**config.mk**
```make
export PLATFORM = sky130hd
export DESIGN_NAME = hls_mc_bridge
export DESIGN_NICKNAME = d
export VERILOG_FILES = /design/src/rtl/hls_mc_bridge_pkg.sv /design/src/rtl/hls_order_fifo.sv /design/src/rtl/hls_mc_bridge.sv
export SDC_FILE = /design/constraint.sdc
export NUM_CORES = 1
export LEC_CHECK = 0
export CAP_MARGIN = 15
export CORE_AREA = 2 2 123 125
export CTS_CLUSTER_DIAMETER = 120
export CTS_CLUSTER_SIZE = 8
export DETAILED_ROUTE_END_ITERATION = 12
export DIE_AREA = 0 0 125 127
export GPL_ROUTABILITY_DRIVEN = 0
export PLACE_DENSITY = 0.71
export SLEW_MARGIN = 20
export SYNTH_ARGS = -nofsm -noshare
export SYNTH_HDL_FRONTEND = slang
export SYNTH_HIERARCHICAL = 1
export SYNTH_SLANG_ARGS = --single-unit
```
**constraint.sdc**
```tcl
create_clock -name clk -period 6.7 [get_ports clk]
set_input_delay 1.005 -clock clk [delete_from_list [all_inputs] [get_ports clk]]
set_output_delay 1.005 -clock clk [all_outputs]
set_load 0.02 [all_outputs]
```
**src/rtl/hls_mc_bridge_pkg.sv**
```systemverilog
// Shared definitions for hls_mc_bridge: command packing layout, pop kinds and
// the error word returned when the watchdog (HLS_MC_BRIDGE_TIMEOUT_EN) fires.
package hls_mc_bridge_pkg;

  localparam int MASK_W = 4;
  localparam logic [31:0] ERR_PATTERN = 32'hDEAD_BEEF;

  // Kernel command word, MSB first: {write, mask[3:0], data, address}.
  function automatic int cmd_width(input int data_w, input int addr_w);
    return 1 + MASK_W + data_w + addr_w;
  endfunction

  typedef enum logic [1:0] {
    POP_NONE,
    POP_INVALID,
    POP_SERVE,
    POP_TIMEOUT
  } pop_kind_e;

endpackage

```
**src/rtl/hls_order_fifo.sv**
```systemverilog
// Small synchronous FIFO remembering the channel of every outstanding read,
// so responses can be returned in issue order.
module hls_order_fifo #(
  parameter int WIDTH = 2,
  parameter int DEPTH = 4
) (
  input  logic                     clk,
  input  logic                     rst_n,
  input  logic                     push,
  input  logic [WIDTH-1:0]         push_data,
  input  logic                     pop,
  output logic [WIDTH-1:0]         head,
  output logic [$clog2(DEPTH):0]   count,
  output logic                     full,
  output logic                     empty
);
  localparam int PTR_W = $clog2(DEPTH);
  localparam int CNT_W = PTR_W + 1;

  logic [WIDTH-1:0] mem [DEPTH];
  logic [PTR_W-1:0] wr_ptr;
  logic [PTR_W-1:0] rd_ptr;
  logic             do_push;
  logic             do_pop;

  assign full    = (count == CNT_W'(DEPTH));
  assign empty   = (count == '0);
  assign do_push = push && !full;
  assign do_pop  = pop && !empty;
  assign head    = mem[rd_ptr];

  // Storage needs no reset; only the pointers and count define validity.
  always_ff @(posedge clk) begin
    if (do_push) mem[wr_ptr] <= push_data;
  end

  always_ff @(posedge clk or negedge rst_n) begin
    if (!rst_n) begin
      wr_ptr <= '0;
      rd_ptr <= '0;
      count  <= '0;
    end else begin
      if (do_push) wr_ptr <= wr_ptr + PTR_W'(1);
      if (do_pop)  rd_ptr <= rd_ptr + PTR_W'(1);
      count <= count + CNT_W'(do_push) - CNT_W'(do_pop);
    end
  end

endmodule

```
**src/rtl/hls_mc_bridge.sv**
```systemverilog
// CPU simple-bus to multi-kernel HLS ap_fifo bridge with in-order read returns.
// Optional watchdog and drop counters are built when HLS_MC_BRIDGE_TIMEOUT_EN is defined.
module hls_mc_bridge
  import hls_mc_bridge_pkg::*;
#(
  parameter int DATA_WIDTH      = 32,
  parameter int ADDR_WIDTH      = 32,
  parameter int NUM_CH          = 2,
  parameter int CH_SEL_LSB      = 12,
  parameter int MAX_OUTSTANDING = 4,
  parameter int TIMEOUT_CYCLES  = 1024
) (
  input  logic                                                  clk,
  input  logic                                                  rst_n,
  input  logic                                                  io_bus_cmd_valid,
  output logic                                                  io_bus_cmd_ready,
  input  logic [ADDR_WIDTH-1:0]                                 io_bus_cmd_payload_address,
  input  logic [DATA_WIDTH-1:0]                                 io_bus_cmd_payload_data,
  input  logic [3:0]                                            io_bus_cmd_payload_mask,
  input  logic                                                  io_bus_cmd_payload_write,
  output logic                                                  io_bus_rsp_valid,
  output logic [DATA_WIDTH-1:0]                                 io_bus_rsp_payload_data,
  output logic [NUM_CH*cmd_width(DATA_WIDTH, ADDR_WIDTH)-1:0]   hls_cmd_din,
  output logic [NUM_CH-1:0]                                     hls_cmd_write,
  input  logic [NUM_CH-1:0]                                     hls_cmd_full_n,
  input  logic [NUM_CH*DATA_WIDTH-1:0]                          hls_rsp_dout,
  input  logic [NUM_CH-1:0]                                     hls_rsp_empty_n,
  output logic [NUM_CH-1:0]                                     hls_rsp_read,
  output logic                                                  timeout_err
);
  localparam int CH_BITS = $clog2(NUM_CH + 1);
  localparam int CMD_W   = cmd_width(DATA_WIDTH, ADDR_WIDTH);
  localparam int CNT_W   = $clog2(MAX_OUTSTANDING) + 1;
  // A mis-parameterised bridge refuses all traffic instead of misrouting it.
  localparam bit CFG_OK  = (CH_SEL_LSB + CH_BITS <= ADDR_WIDTH) &&
                           (MAX_OUTSTANDING >= 2) && (TIMEOUT_CYCLES >= 1);

  logic [CH_BITS-1:0]    cmd_ch;
  logic [CH_BITS-1:0]    head_ch;
  logic                  cmd_ch_ok;
  logic                  head_ch_ok;
  logic                  sel_full_n;
  logic                  sel_empty_n;
  logic [DATA_WIDTH-1:0] sel_dout;
  logic [CMD_W-1:0]      payload;
  logic [CNT_W-1:0]      order_count;
  logic                  order_full;
  logic                  order_empty;
  logic                  room;
  logic                  accept;
  logic                  push;
  logic                  pop;
  pop_kind_e             pop_kind;
  logic                  rsp_valid_q;
  logic [DATA_WIDTH-1:0] rsp_data_q;

  assign cmd_ch     = io_bus_cmd_payload_address[CH_SEL_LSB +: CH_BITS];
  assign cmd_ch_ok  = (cmd_ch < CH_BITS'(NUM_CH));
  assign head_ch_ok = (head_ch < CH_BITS'(NUM_CH));
  assign payload    = {io_bus_cmd_payload_write, io_bus_cmd_payload_mask,
                       io_bus_cmd_payload_data, io_bus_cmd_payload_address};

  always_comb begin
    sel_full_n  = 1'b0;
    sel_empty_n = 1'b0;
    sel_dout    = '0;
    for (int i = 0; i < NUM_CH; i++) begin
      if (cmd_ch == CH_BITS'(i)) sel_full_n = hls_cmd_full_n[i];
      if (head_ch == CH_BITS'(i)) begin
        sel_empty_n = hls_rsp_empty_n[i];
        sel_dout    = hls_rsp_dout[i*DATA_WIDTH +: DATA_WIDTH];
      end
    end
  end

  assign room   = !order_full && (order_count < CNT_W'(MAX_OUTSTANDING));
  assign io_bus_cmd_ready = CFG_OK && rst_n && (!cmd_ch_ok || sel_full_n) &&
                            (io_bus_cmd_payload_write || room);
  assign accept = io_bus_cmd_valid && io_bus_cmd_ready;
  assign push   = accept && !io_bus_cmd_payload_write;

  // Every slice shows the payload; only the addressed one carries the write bit.
  always_comb begin
    hls_cmd_din   = '0;
    hls_cmd_write = '0;
    for (int i = 0; i < NUM_CH; i++) begin
      if (rst_n)
        hls_cmd_din[i*CMD_W +: CMD_W] =
          {io_bus_cmd_payload_write && (cmd_ch == CH_BITS'(i)), payload[CMD_W-2:0]};
      hls_cmd_write[i] = accept && (cmd_ch == CH_BITS'(i));
    end
  end

  hls_order_fifo #(
    .WIDTH (CH_BITS),
    .DEPTH (MAX_OUTSTANDING)
  ) u_order_fifo (
    .clk       (clk),
    .rst_n     (rst_n),
    .push      (push),
    .push_data (cmd_ch),
    .pop       (pop),
    .head      (head_ch),
    .count     (order_count),
    .full      (order_full),
    .empty     (order_empty)
  );

`ifdef HLS_MC_BRIDGE_TIMEOUT_EN
  localparam int WD_W = $clog2(TIMEOUT_CYCLES + 1);

  logic [2:0]            drop_cnt [NUM_CH];
  logic [NUM_CH-1:0]     silent_pop;
  logic [WD_W-1:0]       wd_cnt;
  logic                  head_dropping;
  logic                  stalled;
  logic                  timeout_q;
  logic [DATA_WIDTH-1:0] err_word;

  always_comb begin
    head_dropping = 1'b0;
    for (int i = 0; i < NUM_CH; i++) begin
      silent_pop[i] = (drop_cnt[i] != 3'd0) && hls_rsp_empty_n[i];
      if (head_ch == CH_BITS'(i)) head_dropping = (drop_cnt[i] != 3'd0);
    end
    for (int b = 0; b < DATA_WIDTH; b++) err_word[b] = ERR_PATTERN[b % 32];
  end

  assign stalled     = !order_empty && head_ch_ok && !sel_empty_n;
  assign timeout_err = timeout_q;

  // Watchdog restarts on any pop; a timeout leaves one late datum to discard.
  always_ff @(posedge clk or negedge rst_n) begin
    if (!rst_n) begin
      wd_cnt    <= '0;
      timeout_q <= 1'b0;
      for (int i = 0; i < NUM_CH; i++) drop_cnt[i] <= 3'd0;
    end else begin
      if (pop)          wd_cnt <= '0;
      else if (stalled) wd_cnt <= wd_cnt + WD_W'(1);
      if (pop_kind == POP_TIMEOUT) timeout_q <= 1'b1;
      for (int i = 0; i < NUM_CH; i++) begin
        if (pop_kind == POP_TIMEOUT && head_ch == CH_BITS'(i) && drop_cnt[i] != 3'd7)
          drop_cnt[i] <= drop_cnt[i] + 3'd1;
        else if (silent_pop[i])
          drop_cnt[i] <= drop_cnt[i] - 3'd1;
      end
    end
  end
`else
  assign timeout_err = 1'b0;
`endif

  always_comb begin
    pop_kind = POP_NONE;
    if (!order_empty) begin
      if (!head_ch_ok) pop_kind = POP_INVALID;
`ifdef HLS_MC_BRIDGE_TIMEOUT_EN
      else if (sel_empty_n) pop_kind = head_dropping ? POP_NONE : POP_SERVE;
      else if (wd_cnt == WD_W'(TIMEOUT_CYCLES - 1)) pop_kind = POP_TIMEOUT;
`else
      else if (sel_empty_n) pop_kind = POP_SERVE;
`endif
    end
  end

  assign pop = (pop_kind != POP_NONE);

  always_comb begin
    hls_rsp_read = '0;
    for (int i = 0; i < NUM_CH; i++) begin
      hls_rsp_read[i] = (pop_kind == POP_SERVE) && (head_ch == CH_BITS'(i));
`ifdef HLS_MC_BRIDGE_TIMEOUT_EN
      if (silent_pop[i]) hls_rsp_read[i] = 1'b1;
`endif
    end
  end

  always_ff @(posedge clk or negedge rst_n) begin
    if (!rst_n) begin
      rsp_valid_q <= 1'b0;
      rsp_data_q  <= '0;
    end else begin
      rsp_valid_q <= pop;
      case (pop_kind)
        POP_SERVE:   rsp_data_q <= sel_dout;
`ifdef HLS_MC_BRIDGE_TIMEOUT_EN
        POP_TIMEOUT: rsp_data_q <= err_word;
`endif
        default:     rsp_data_q <= '0;
      endcase
    end
  end

  assign io_bus_rsp_valid        = rsp_valid_q;
  assign io_bus_rsp_payload_data = rsp_data_q;

endmodule

```
# After elaboration in Yosys (flattened, before gate mapping)
# Memory sizes are Yosys's and may differ from the RTL's.
# Index checks and enable logic that the tools add are counted.
[word_totals]
reg_bits = 40
ramBits = 8
inputBits = 140
out_inout_bits = 177
wordCells = 54
n_memories = 1
[classes]
add_sub_neg = 4
magnitude_cmp = 3
eq_ne = 4
n_mux = 14
n_reduce_logical = 23
[mem_list]
columns = ["memory", "depth", "width", "read_ports", "rd_clocked_by_memory_dff", "wr", "line_no", "rtl"]
rows = [
  ["u_order_fifo.mem", 4, 2, 1, 0, 1, "hls_order_fifo.sv:20", "logic [WIDTH-1:0] mem [DEPTH];"],
]
[op_table]
columns = ["op", "n"]
rows = [
  ["$mux 69", 2],
  ["$mux 32", 3],
  ["$logic_and 1x1->1", 13],
  ["$mux 1", 6],
  ["$mux 2", 3],
  ["$add 2x1->2 const B", 2],
  ["$eq 2x1->1 const B", 2],
  ["$logic_not 1->1", 4],
  ["$logic_not 2->1", 2],
  ["$lt 2x2->1 const B", 2],
  ["$add 3x1->3", 1],
  ["$eq 3x3->1 const B", 1],
  ["$logic_not 3->1", 1],
  ["$lt 3x3->1 const B", 1],
  ["$sub 3x1->3", 1],
  ["$eq 2x2->1 const B", 1],
  ["$logic_or 1x1->1", 2],
  ["$reduce_bool 2->1", 1],
]

# Logic depth before layout (Yosys ltp)
# Gate-level depths: netlist of run 1.
[depth]
word_depth = 11
depth_mapped = 12
mapped_depth_nobuf = 11

# Cells and area by module
# The synthesis of run 1 kept the hierarchy.
[by_module_without_submodules]
columns = ["module", "n_inst", "cells_per_inst", "area_each_um2", "seq_area_each_um2"]
rows = [
  ["hls_mc_bridge", 1, 270, 2660.1, 825.8],
  ["hls_order_fifo", 1, 52, 764.5, 415.4],
]

# Worst setup path before layout of run 1
# Ideal clock, no wire load.
[synth_timing]
path_type = "input to register"
from = "in rst_n"
to = "reg u_order_fifo.count[2]"
setup_time_ps = 128
arrival_ps = 3171
t_required_ps = 6572
slack_ps = 3401
cell_stages = 10
path_buffers = 1
path_cell_list = "clkbuf_1 -> o31ai_1 -> nor4_1 -> nand2b_1 -> ha_1 -> inv_1 -> ha_1 -> fa_1 -> xor2_1 -> xnor2_1"
[synth_between]
elab_chain_cells = 7
[synth_lines]
columns = ["element", "line_no", "rtl"]
rows = [
  ["start: declaration", "hls_mc_bridge.sv:14", "input logic rst_n,"],
  ["$logic_and 1x1->1 (2 in series)", "hls_mc_bridge.sv:77", "assign io_bus_cmd_ready = CFG_OK && rst_n && (!cmd_ch_ok || sel_full_n) &&"],
  ["$logic_and 1x1->1", "hls_mc_bridge.sv:79", "assign accept = io_bus_cmd_valid && io_bus_cmd_ready;"],
  ["$logic_and 1x1->1", "hls_mc_bridge.sv:80", "assign push = accept && !io_bus_cmd_payload_write;"],
  ["via push", "hls_mc_bridge.sv:51", "logic push;"],
  ["$logic_and 1x1->1", "hls_order_fifo.sv:28", "assign do_push = push && !full;"],
  ["$add 3x1->3", "hls_order_fifo.sv:45", "count <= count + CNT_W'(do_push) - CNT_W'(do_pop);"],
  ["$sub 3x1->3", "hls_order_fifo.sv:45", ""],
  ["end signal: assignment", "hls_order_fifo.sv:45", ""],
  ["end: declaration", "hls_order_fifo.sv:13", "output logic [$clog2(DEPTH):0] count,"],
]
# The timed path passes the listed nets, and every way through them passes these cells.
# A chain may end at the register's enable or synchronous reset.

# Worst setup path in the final report of run 1
[layout_timing]
from = "in hls_rsp_empty_n[1]"
to = "out hls_rsp_read[1]"
[layout_between]
elab_chain_cells = 6
[layout_lines]
columns = ["element", "line_no", "rtl"]
rows = [
  ["start: declaration", "hls_mc_bridge.sv:27", "input logic [NUM_CH-1:0] hls_rsp_empty_n,"],
  ["$mux 1", "hls_mc_bridge.sv:69", "if (head_ch == CH_BITS'(i)) begin"],
  ["$mux 2", "hls_mc_bridge.sv:162", "else if (sel_empty_n) pop_kind = POP_SERVE;"],
  ["$mux 2", "hls_mc_bridge.sv:157", "if (!head_ch_ok) pop_kind = POP_INVALID;"],
  ["$mux 2", "hls_mc_bridge.sv:156", "if (!order_empty) begin"],
  ["$eq 2x2->1", "hls_mc_bridge.sv:172", "hls_rsp_read[i] = (pop_kind == POP_SERVE) && (head_ch == CH_BITS'(i));"],
  ["$logic_and 1x1->1", "hls_mc_bridge.sv:172", ""],
  ["end: declaration", "hls_mc_bridge.sv:28", "output logic [NUM_CH-1:0] hls_rsp_read,"],
]
# Every way passes these cells.

==> results of run 1 <==
cells in the mapped netlist (all sizes together) (2+ instances only):
| library cell | count |
|---|---|
| edfxtp | 8 |
| clkbuf | 10 |
| mux4 | 2 |
| nand2b | 4 |
| nor2 | 36 |
| dfrtp | 40 |
| nor3 | 2 |
| mux2i | 33 |
| buf | 75 |
| inv | 10 |
| and2 | 68 |
| xnor2 | 3 |
| nand4bb | 2 |
| o211ai | 2 |
| ha | 6 |
| and3 | 2 |
| and3b | 4 |
| o31ai | 2 |
kinds of logic after synthesis:
| family | count (synthesis) |
|---|---|
| AOI/OAI and AO/OA | 7 |
| xor gates and xnor gates | 4 |
| adders and majority gates | 7 |
| DFF | 48 |
| buffers and inverters | 95 |
| muxes | 35 |
| and+or+nand+nor | 125 |
| other | 1 |
power by group through the flow:
stage          registers, W  logic (W)  clock network, W
2_1_floorplan      0.000511   0.000572                 0
3_3_place_gp       0.000445   0.000955                 0
3_5_place_dp       0.000448   0.000973                 0
4_1_cts            0.000444   0.000977          0.000266
5_1_grt            0.000453    0.00103          0.000278
6_report           0.000443   0.000959          0.000258
flip-flops by register name (all words and copies together) (netlist names):
register	cells
u_order_fifo/rd_ptr	2
io_bus_rsp_valid	1
u_order_fifo/wr_ptr	2
u_order_fifo/count	3
io_bus_rsp_payload_data	32
u_order_fifo/mem	8
placed cells by master (no fill, tap or decap), types with 2 or more instances in the layout:
master           netlist  layout
nor3_1                 2       2
mux2i_1               33      33
nor2_2                 2       2
nor2_4                28      28
clkbuf_16              0       5
nand2b_1               4       4
edfxtp_1               8       8
clkdlybuf4s50_1        0     314
nand4bb_1              2       2
nor2_1                 6       6
mux4_2                 2       2
buf_4                 69       3
dfrtp_1               40      40
and2_1                68      68
o211ai_1               2       2
and3_1                 2       2
inv_1                 10      10
ha_1                   6       6
xnor2_1                3       3
and3b_1                4       4
per-layer routing:
layer  routed length (µm)  share of wire [%]
met1                 4700                 38
met2                 6760                 55
met3                  676                5.5
met4                  134                1.1
met5                    0                  0
worst paths after layout:
path,slack [ps],end,depth (start not counted),start
hold reg to reg,520,u_order_fifo/rd_ptr[1]$_DFFE_PN0P_,1,u_order_fifo/rd_ptr[1]$_DFFE_PN0P_
setup / recovery,2650,hls_rsp_read[1],5,hls_rsp_empty_n[1]
min in group asynchronous,650,io_bus_rsp_payload_data[24]$_DFF_PN0_,1,rst_n
hold / removal,520,u_order_fifo/rd_ptr[1]$_DFFE_PN0P_,1,u_order_fifo/rd_ptr[1]$_DFFE_PN0P_
max in group asynchronous,5080,io_bus_rsp_payload_data[8]$_DFF_PN0_,2,rst_n
setup reg to reg,3380,u_order_fifo/count[2]$_DFF_PN0_,11,u_order_fifo/count[2]$_DFF_PN0_
stage by stage:
step	total power (W)	setup slack [ps]	util, %
floorplan	0.00108	3400	-
global placement	0.00140	2630	42.9
detailed placement	0.00142	2450	42.9
CTS	0.00169	2620	43.9
global route	0.00176	2460	43.9
finish	0.00166	2650	43.9
final cells by class:
class | instances | area share, %
Timing Repair Buffer | 317 | 50.0
Multi-Input combinational cell | 179 | 23.8
Sequential cell | 48 | 19.6
Tap cell | 184 | 3.63
Clock buffer | 6 | 2.19
Inverter | 10 | 0.593
Clock inverter | 2 | 0.217
worst register-to-register path, stage by stage (launching register included):
cell and delay (ps):
dfrtp_1 490, nor3b_4 230, nor2_1 120, o32ai_1 130, nor4_1 820, nand2b_1 130
ha_1 310, inv_1 40, ha_1 180, fa_1 400, xor2_1 180, xnor2_1 150
==> flow_summary.yaml, run 1 <==
final_layout:
  multi_input_area_um2: 1510
  antenna-diode-count: 0
  layout-drive-gt1-share_pct: 8.19
  stdcell_count: 746
  fillerInstances: 1344
  regArea_um2: 1240
  design_area_um2: 6330
  syn_to_final_growth_pct: 85.0
  nets: 708
timing:
  rsz0062_at_grt: "false"
  finalSetupViolations: 0
  finClkSkew_ps: 8.62
  fmax_mhz: 247
  post-route-period-util_pct: 60.4
  drv_slew: 0
  fin_crit_ps: 4050
  finalHoldViolations: 0
  worst_slew_pin_slew_ps: 963
  fin_tns_setup_ps: 0
  holdWs_ps: 525
  max_slew_margin_pct: 35.2
clock_tree:
  clock-sinks: 48
  htreeDepth: 2
  numCtsBuffers: 5
  cts_root_buf: "clkbuf_16"
  clk_pin_slew_ps: 60
  cts_tree: "built"
  cts_resized: 0
  cts_setup_buffers: 0
  cts.path.max_buffers: 2
  postCtsHoldBufs: 0
  clk_latency_ps: 290
synth:
  ys_seq_area_share_pct: 36.2
  synth_area_leaders: "dfrtp_1 (29%), buf_4 (15%), and2_1 (12%)"
  syn_area_um2: 3420
  synth-adder-area-share_pct: 2.78
  synth_top_cell_by_area: "dfrtp_1"
  synth-simple-area-share_pct: 27.3
  synth_top_area_share_pct: 29.2
  synth-async-reset-ratio_pct: 83.3
  muxShareOfSynthArea_pct: 11.0
  yosys.cell_types.count: 37
  synth_top_family_by_area: "simple AND/OR/NAND/NOR gates"
  postSynthCellCount: 322
  synthesis.nets: 469
  synth_edf_count: 8
  ys.flop_type: "dfrtp_1"
  synth_xor_area_share_pct: 1.02
  synth.avg_cell_area_um2: 10.6
  synth_compound_area_share_pct: 1.68
  yosysWarnings: 6
  ys_seq_elements: 48
pwr:
  p_leak_nw: 2.53
  power_frac_seq_pct: 26.7
  power.switching_w: 0.000667
  p_int_w: 0.000993
  p_comb_share_pct: 57.8
  swShare_pct: 40.2
  ir_drop_uv: 330
  power_frac_clock_pct: 15.5
  pwr_density_cell_nw_per_um2: 262
worst_hold_path:
  hp-class: "reg -> reg"
floorplan:
  die_h_um: 127
  coreArea_um2: 14400
  die_w_um: 125
  ios: 317
  rows: 44
  start_util_pct: 23.7
  dieArea_um2: 15900
global_routing:
  antenna_found_initial: 0
  grt_busiest_layer: "met2"
  grt_util_met3_pct: 2.89
  grt_pass1_wl_um: 18000
  groute.layer.met1.usage_pct: 16.5
  use_met2_pct: 27.9
  grt_pass1_vias: 3199
  track_usage_pct: 14.4
  grt_max_degree: 62
  overflow: 0
drt:
  vias_per_cell: 4.09
  drt_pass1_iterations: 4
  dr.first_iter.drc_count: 102
  wl_per_cell_um: 16.4
  antenna_left: 0
  wirelength_um: 12300
  drc: 0
  vias: 3048
place:
  placed_cell_area_um2: 6180
  io_buffers: 315
  dp_hpwl_um: 10300
  dp.cells: 738
setup_path:
  worstPathArrival_ps: 3040
  slowest_delay_ps: 650
  crit_chain: "clkdlybuf4s50_1, mux2i_1, or3_4, nor2_2, clkdlybuf4s50_1"
  crit_family: "buffers and inverters"
  crit_top_cell: "clkdlybuf4s50_1"
  cp.required_ps: 5690
  critical_path_buf_inv_count: 2
  endpoint_kind: "output pin"
  worstPathMaxFanout: 34
  worstSetupPathType: "in -> out"
  critPathLaunchType: "input pin"
  critPathSlowestCell: "or3_4"
job:
  max_cap_viol_count: 0
status:
  outcome: "complete, no violations"
No activity file was read; power rests on OpenSTA's default activity.
==> inputs of run 2 (changes only) <==
- CORE_AREA: 2 2 123 125 -> 2 2 124 126
- DIE_AREA: 0 0 125 127 -> 0 0 126 128
- PLACE_DENSITY: 0.71 -> 0.72
- clock period: 6.7 -> 3.4 ns (I/O delays scaled with it)
==> flow_summary.yaml, run 2 (synthesis gave the netlist of run 1 again) <==
pwr:
  ir_drop_uv: 223
  p_comb_share_pct: 55.8
  power_frac_seq_pct: 25.5
  swShare_pct: 38.9
  power_frac_clock_pct: 18.8
  pwr_density_cell_nw_per_um2: 534
  power.switching_w: 0.00133
  p_leak_nw: 2.57
  p_int_w: 0.00210
drt:
  antenna_left: 0
  drc: 0
  vias_per_cell: 4.11
  dr.first_iter.drc_count: 56
  wirelength_um: 12400
  wl_per_cell_um: 16.4
  drt_pass1_iterations: 4
  vias: 3096
clock_tree:
  clk_pin_slew_ps: 70
  cts_root_buf: "clkbuf_16"
  cts_resized: 0
  cts_tree: "built"
  htreeDepth: 2
  cts_setup_buffers: 0
  cts.path.max_buffers: 2
  postCtsHoldBufs: 0
  clock-sinks: 48
  clk_latency_ps: 290
  numCtsBuffers: 5
global_routing:
  grt_pass1_wl_um: 18400
  track_usage_pct: 14.9
  overflow: 0
  grt_pass1_vias: 3235
  antenna_found_initial: 0
  grt_max_degree: 85
final_layout:
  nets: 712
  antenna-diode-count: 0
  final_common_cell: "clkdlybuf4s50_1"
  layout-drive-gt1-share_pct: 8.83
  syn_to_final_growth_pct: 87.6
  fillerInstances: 1393
  largest_register_ffs: 32
  design_area_um2: 6420
  layout_common_cells: "clkdlybuf4s50_1 (314), and2_1 (68), dfrtp_1 (40)"
worst_hold_path:
  hp-class: "in -> async"
place:
  placed_cell_area_um2: 6230
  io_buffers: 315
  dp_hpwl_um: 10300
setup_path:
  worst-path-stages: 5
  slowest_delay_ps: 610
  worstPathMaxFanout: 4
  critical_path_buf_inv_count: 1
  worstSetupPathType: "reg -> out"
  crit_family: "multiplexers"
  critPathSlowestCell: "clkdlybuf4s50_1"
  setup.worst_path.start: "u_order_fifo/rd_ptr[0]$_DFFE_PN0P_"
  cp.required_ps: 2890
  worstPathArrival_ps: 2510
  r2r-start: "u_order_fifo/rd_ptr[0]$_DFFE_PN0P_"
  crit_end: "hls_rsp_read[0]"
  reg2reg_depth: 11
  crit_chain: "mux4_2, mux2i_1, or3_4, nor2_2, clkdlybuf4s50_1"
  r2r_end: "u_order_fifo/count[2]$_DFF_PN0_"
  critPathLaunchType: "flip-flop"
  endpoint_kind: "output pin"
  reg2reg_slack_ps: 470
timing:
  post-route-period-util_pct: 88.8
  max_slew_margin_pct: 41.5
  fin_tns_setup_ps: 0
  worst_slew_pin_slew_ps: 878
  fmax_mhz: 331
  fin_crit_ps: 3020
  finClkSkew_ps: 7.65
  finalSetupViolations: 0
  rsz0062_at_grt: "false"
  finalHoldViolations: 0
  drv_slew: 0
floorplan:
  ios: 317
  start_util_pct: 23.0
  coreArea_um2: 14900
  rows: 45
  dieArea_um2: 16100
  die_h_um: 128
  die_w_um: 126
job:
  max_cap_viol_count: 0
status:
  outcome: "complete, no violations"
==> run 2: power groups by stage <==
| stage | clock network [W] | logic, W | registers, W |
|---|---|---|---|
| 2_1_floorplan | 0 | 0.00113 | 0.00101 |
| 3_3_place_gp | 0 | 0.00190 | 0.000879 |
| 3_5_place_dp | 0 | 0.00195 | 0.000892 |
| 4_1_cts | 0.000661 | 0.00195 | 0.000880 |
| 5_1_grt | 0.000687 | 0.00205 | 0.000902 |
| 6_report | 0.000645 | 0.00191 | 0.000874 |
==> run 2: how the worst min path moves through the flow <==
stage | from | to | cells after the start
6_report | rst_n | u_order_fifo/wr_ptr[1]$_DFFE_PN0P_ | 1
5_1_grt | rst_n | u_order_fifo/wr_ptr[1]$_DFFE_PN0P_ | 1
4_1_cts | rst_n | u_order_fifo/wr_ptr[1]$_DFFE_PN0P_ | 1
3_5_place_dp | rst_n | u_order_fifo/wr_ptr[1]$_DFFE_PN0P_ | 1
3_3_place_gp | rst_n | u_order_fifo/wr_ptr[1]$_DFFE_PN0P_ | 1
2_1_floorplan | rst_n | io_bus_rsp_payload_data[0]$_DFF_PN0_ | 0
==> run 2: metrics by stage <==
stage / instances / util [%] / hold WS, ps / worst slack (ps) / power (W)
4_1_cts: 754 / 43.2 / 89.7 / 351 / 0.00350
3_5_place_dp: 746 / 41.9 / 405 / 332 / 0.00284
5_1_grt: 754 / 43.2 / 93.4 / 249 / 0.00364
2_1_floorplan: 322 / - / 214 / 505 / 0.00213
6_report: 754 / 43.2 / 91.2 / 382 / 0.00343
3_3_place_gp: 746 / 41.9 / 399 / 365 / 0.00278
==> run 2: cell type report <==
cell class	instances	area, µm²	share of cell area (%)
sequential	48	1240	19.3
tap	188	235	3.66
timing repair buffer	321	3210	49.9
multi-input combinational	179	1510	23.5
inverter	10	37.5	0.584
clock inverter	3	68.8	1.07
clock buffer	5	125	1.95
==> run 2: per-layer routing <==
metal | vias up | share of wire (%) | wire, µm | GRT usage (%)
met5 | - | 0 | 0 | 0
met4 | 0 | 0.92 | 114 | 3.17
met3 | 7 | 8.2 | 1020 | 3.76
met2 | 195 | 58 | 7140 | 31.3
met1 | 1440 | 33 | 4110 | 14.4
li1 | 1454 | - | - | -
==> inputs of run 3 (changes only) <==
- PLACE_DENSITY: 0.72 -> 0.66
==> flow_summary.yaml, run 3 (synthesis gave the netlist of run 1 again) <==
global_routing:
  overflow: 0
  grt_max_degree: 68
  antenna_found_initial: 0
  grt_pass1_wl_um: 17500
  track_usage_pct: 14.1
  grt_pass1_vias: 3030
final_layout:
  stdcell_count: 753
  final_common_cell: "clkdlybuf4s50_1"
  fillerInstances: 1414
  largest_register_ffs: 32
  nets: 711
  antenna-diode-count: 0
  layout-drive-gt1-share_pct: 8.67
  layout_common_cells: "clkdlybuf4s50_1 (314), and2_1 (68), dfrtp_1 (40)"
  syn_to_final_growth_pct: 85.8
pwr:
  p_comb_share_pct: 57.6
  power_frac_seq_pct: 26.7
  power_frac_clock_pct: 15.7
  power_w: 0.00327
  p_int_w: 0.00196
  swShare_pct: 39.9
  power.switching_w: 0.00130
  p_leak_nw: 2.54
  pwr_density_cell_nw_per_um2: 513
  ir_drop_uv: 518
timing:
  rsz0062_at_grt: "false"
  max_slew_margin_pct: 43.9
  fmax_mhz: 327
  post-route-period-util_pct: 89.9
  fin_crit_ps: 3060
  fin_ws_ps: 344
  finClkSkew_ps: 3.09
  finalHoldViolations: 0
  finalSetupViolations: 0
  drv_slew: 0
  worst_slew_pin_slew_ps: 842
  fin_tns_setup_ps: 0
status:
  outcome: "complete, no violations"
clock_tree:
  cts_root_buf: "clkbuf_16"
  htreeDepth: 2
  numCtsBuffers: 5
  cts.path.max_buffers: 2
  postCtsHoldBufs: 0
  cts_setup_buffers: 0
  cts_tree: "built"
  clock-sinks: 48
  clk_latency_ps: 290
  clk_pin_slew_ps: 60
  cts_resized: 0
drt:
  antenna_left: 0
  dr.first_iter.drc_count: 68
  wirelength_um: 12100
  vias: 3026
  drc: 0
  drt_pass1_iterations: 4
  wl_per_cell_um: 16.0
  vias_per_cell: 4.02
setup_path:
  worstPathArrival_ps: 2550
  endpoint_kind: "output pin"
  worstSetupPathType: "reg -> out"
  critPathSlowestCell: "clkdlybuf4s50_1"
  crit_chain: "mux4_2, mux2i_1, or3_4, nor2_2, clkdlybuf4s50_1"
  critPathLaunchType: "flip-flop"
  slowest_delay_ps: 610
  crit_family: "multiplexers"
  critical_path_buf_inv_count: 1
  cp.required_ps: 2890
  worstPathMaxFanout: 4
floorplan:
  die_h_um: 128
  rows: 45
  coreArea_um2: 14900
  die_w_um: 126
  dieArea_um2: 16100
  ios: 317
  start_util_pct: 23.0
place:
  dp.cells: 745
  dp_hpwl_um: 10200
  pre_cts_slack_ps: 181
  io_buffers: 315
job:
  max_cap_viol_count: 0
worst_hold_path:
  hp-class: "in -> async"
run 3: final cells by class:
class / instances / area (µm²) / share of cell area (%)
clock buffers: 6 / 139 / 2.18
multi-input cells: 179 / 1510 / 23.7
inverters: 10 / 37.5 / 0.590
well taps: 188 / 235 / 3.70
clock inverters: 2 / 13.8 / 0.216
flip-flops and latches: 48 / 1240 / 19.5
repair buffers: 320 / 3190 / 50.1
run 3: power groups by stage:
stage	registers, W	logic [W]	clock network [W]
2_1_floorplan	0.00101	0.00113	0
3_3_place_gp	0.000877	0.00189	0
3_5_place_dp	0.000883	0.00191	0
4_1_cts	0.000874	0.00192	0.000535
5_1_grt	0.000894	0.00202	0.000562
6_report	0.000871	0.00188	0.000513
run 3: worst paths after layout:
kind / from / to / slack (ps) / cells past startpoint
worst max register to register: u_order_fifo/rd_ptr[0]$_DFFE_PN0P_ / u_order_fifo/count[2]$_DFF_PN0_ / 450 / 11
worst min register to register: u_order_fifo/rd_ptr[1]$_DFFE_PN0P_ / u_order_fifo/rd_ptr[1]$_DFFE_PN0P_ / 540 / 1
min in group clk: u_order_fifo/rd_ptr[1]$_DFFE_PN0P_ / u_order_fifo/rd_ptr[1]$_DFFE_PN0P_ / 540 / 1
max in group asynchronous: rst_n / io_bus_rsp_payload_data[22]$_DFF_PN0_ / 2620 / 2
worst min-delay path: rst_n / u_order_fifo/count[0]$_DFF_PN0_ / 260 / 2
worst max-delay path: u_order_fifo/rd_ptr[0]$_DFFE_PN0P_ / hls_rsp_read[0] / 340 / 5
run 3: metal layers:
metal / wire (µm) / vias up / GRT usage [%] / share of wire [%]
met2: 6790 / 124 / 27.5 / 56
li1: - / 1451 / - / -
met1: 4550 / 1442 / 16.0 / 38
met3: 586 / 9 / 2.63 / 4.9
met5: 0 / - / 0 / 0
met4: 129 / 0 / 2.91 / 1.1
run 3: through the flow:
step | util (%) | area, µm² | hold slack [ps]
floorplan | - | 3420 | 214
global placement | 41.8 | 6210 | 533
detailed placement | 41.8 | 6210 | 537
CTS | 42.8 | 6360 | 275
global route | 42.8 | 6360 | 278
finish | 42.8 | 6360 | 264
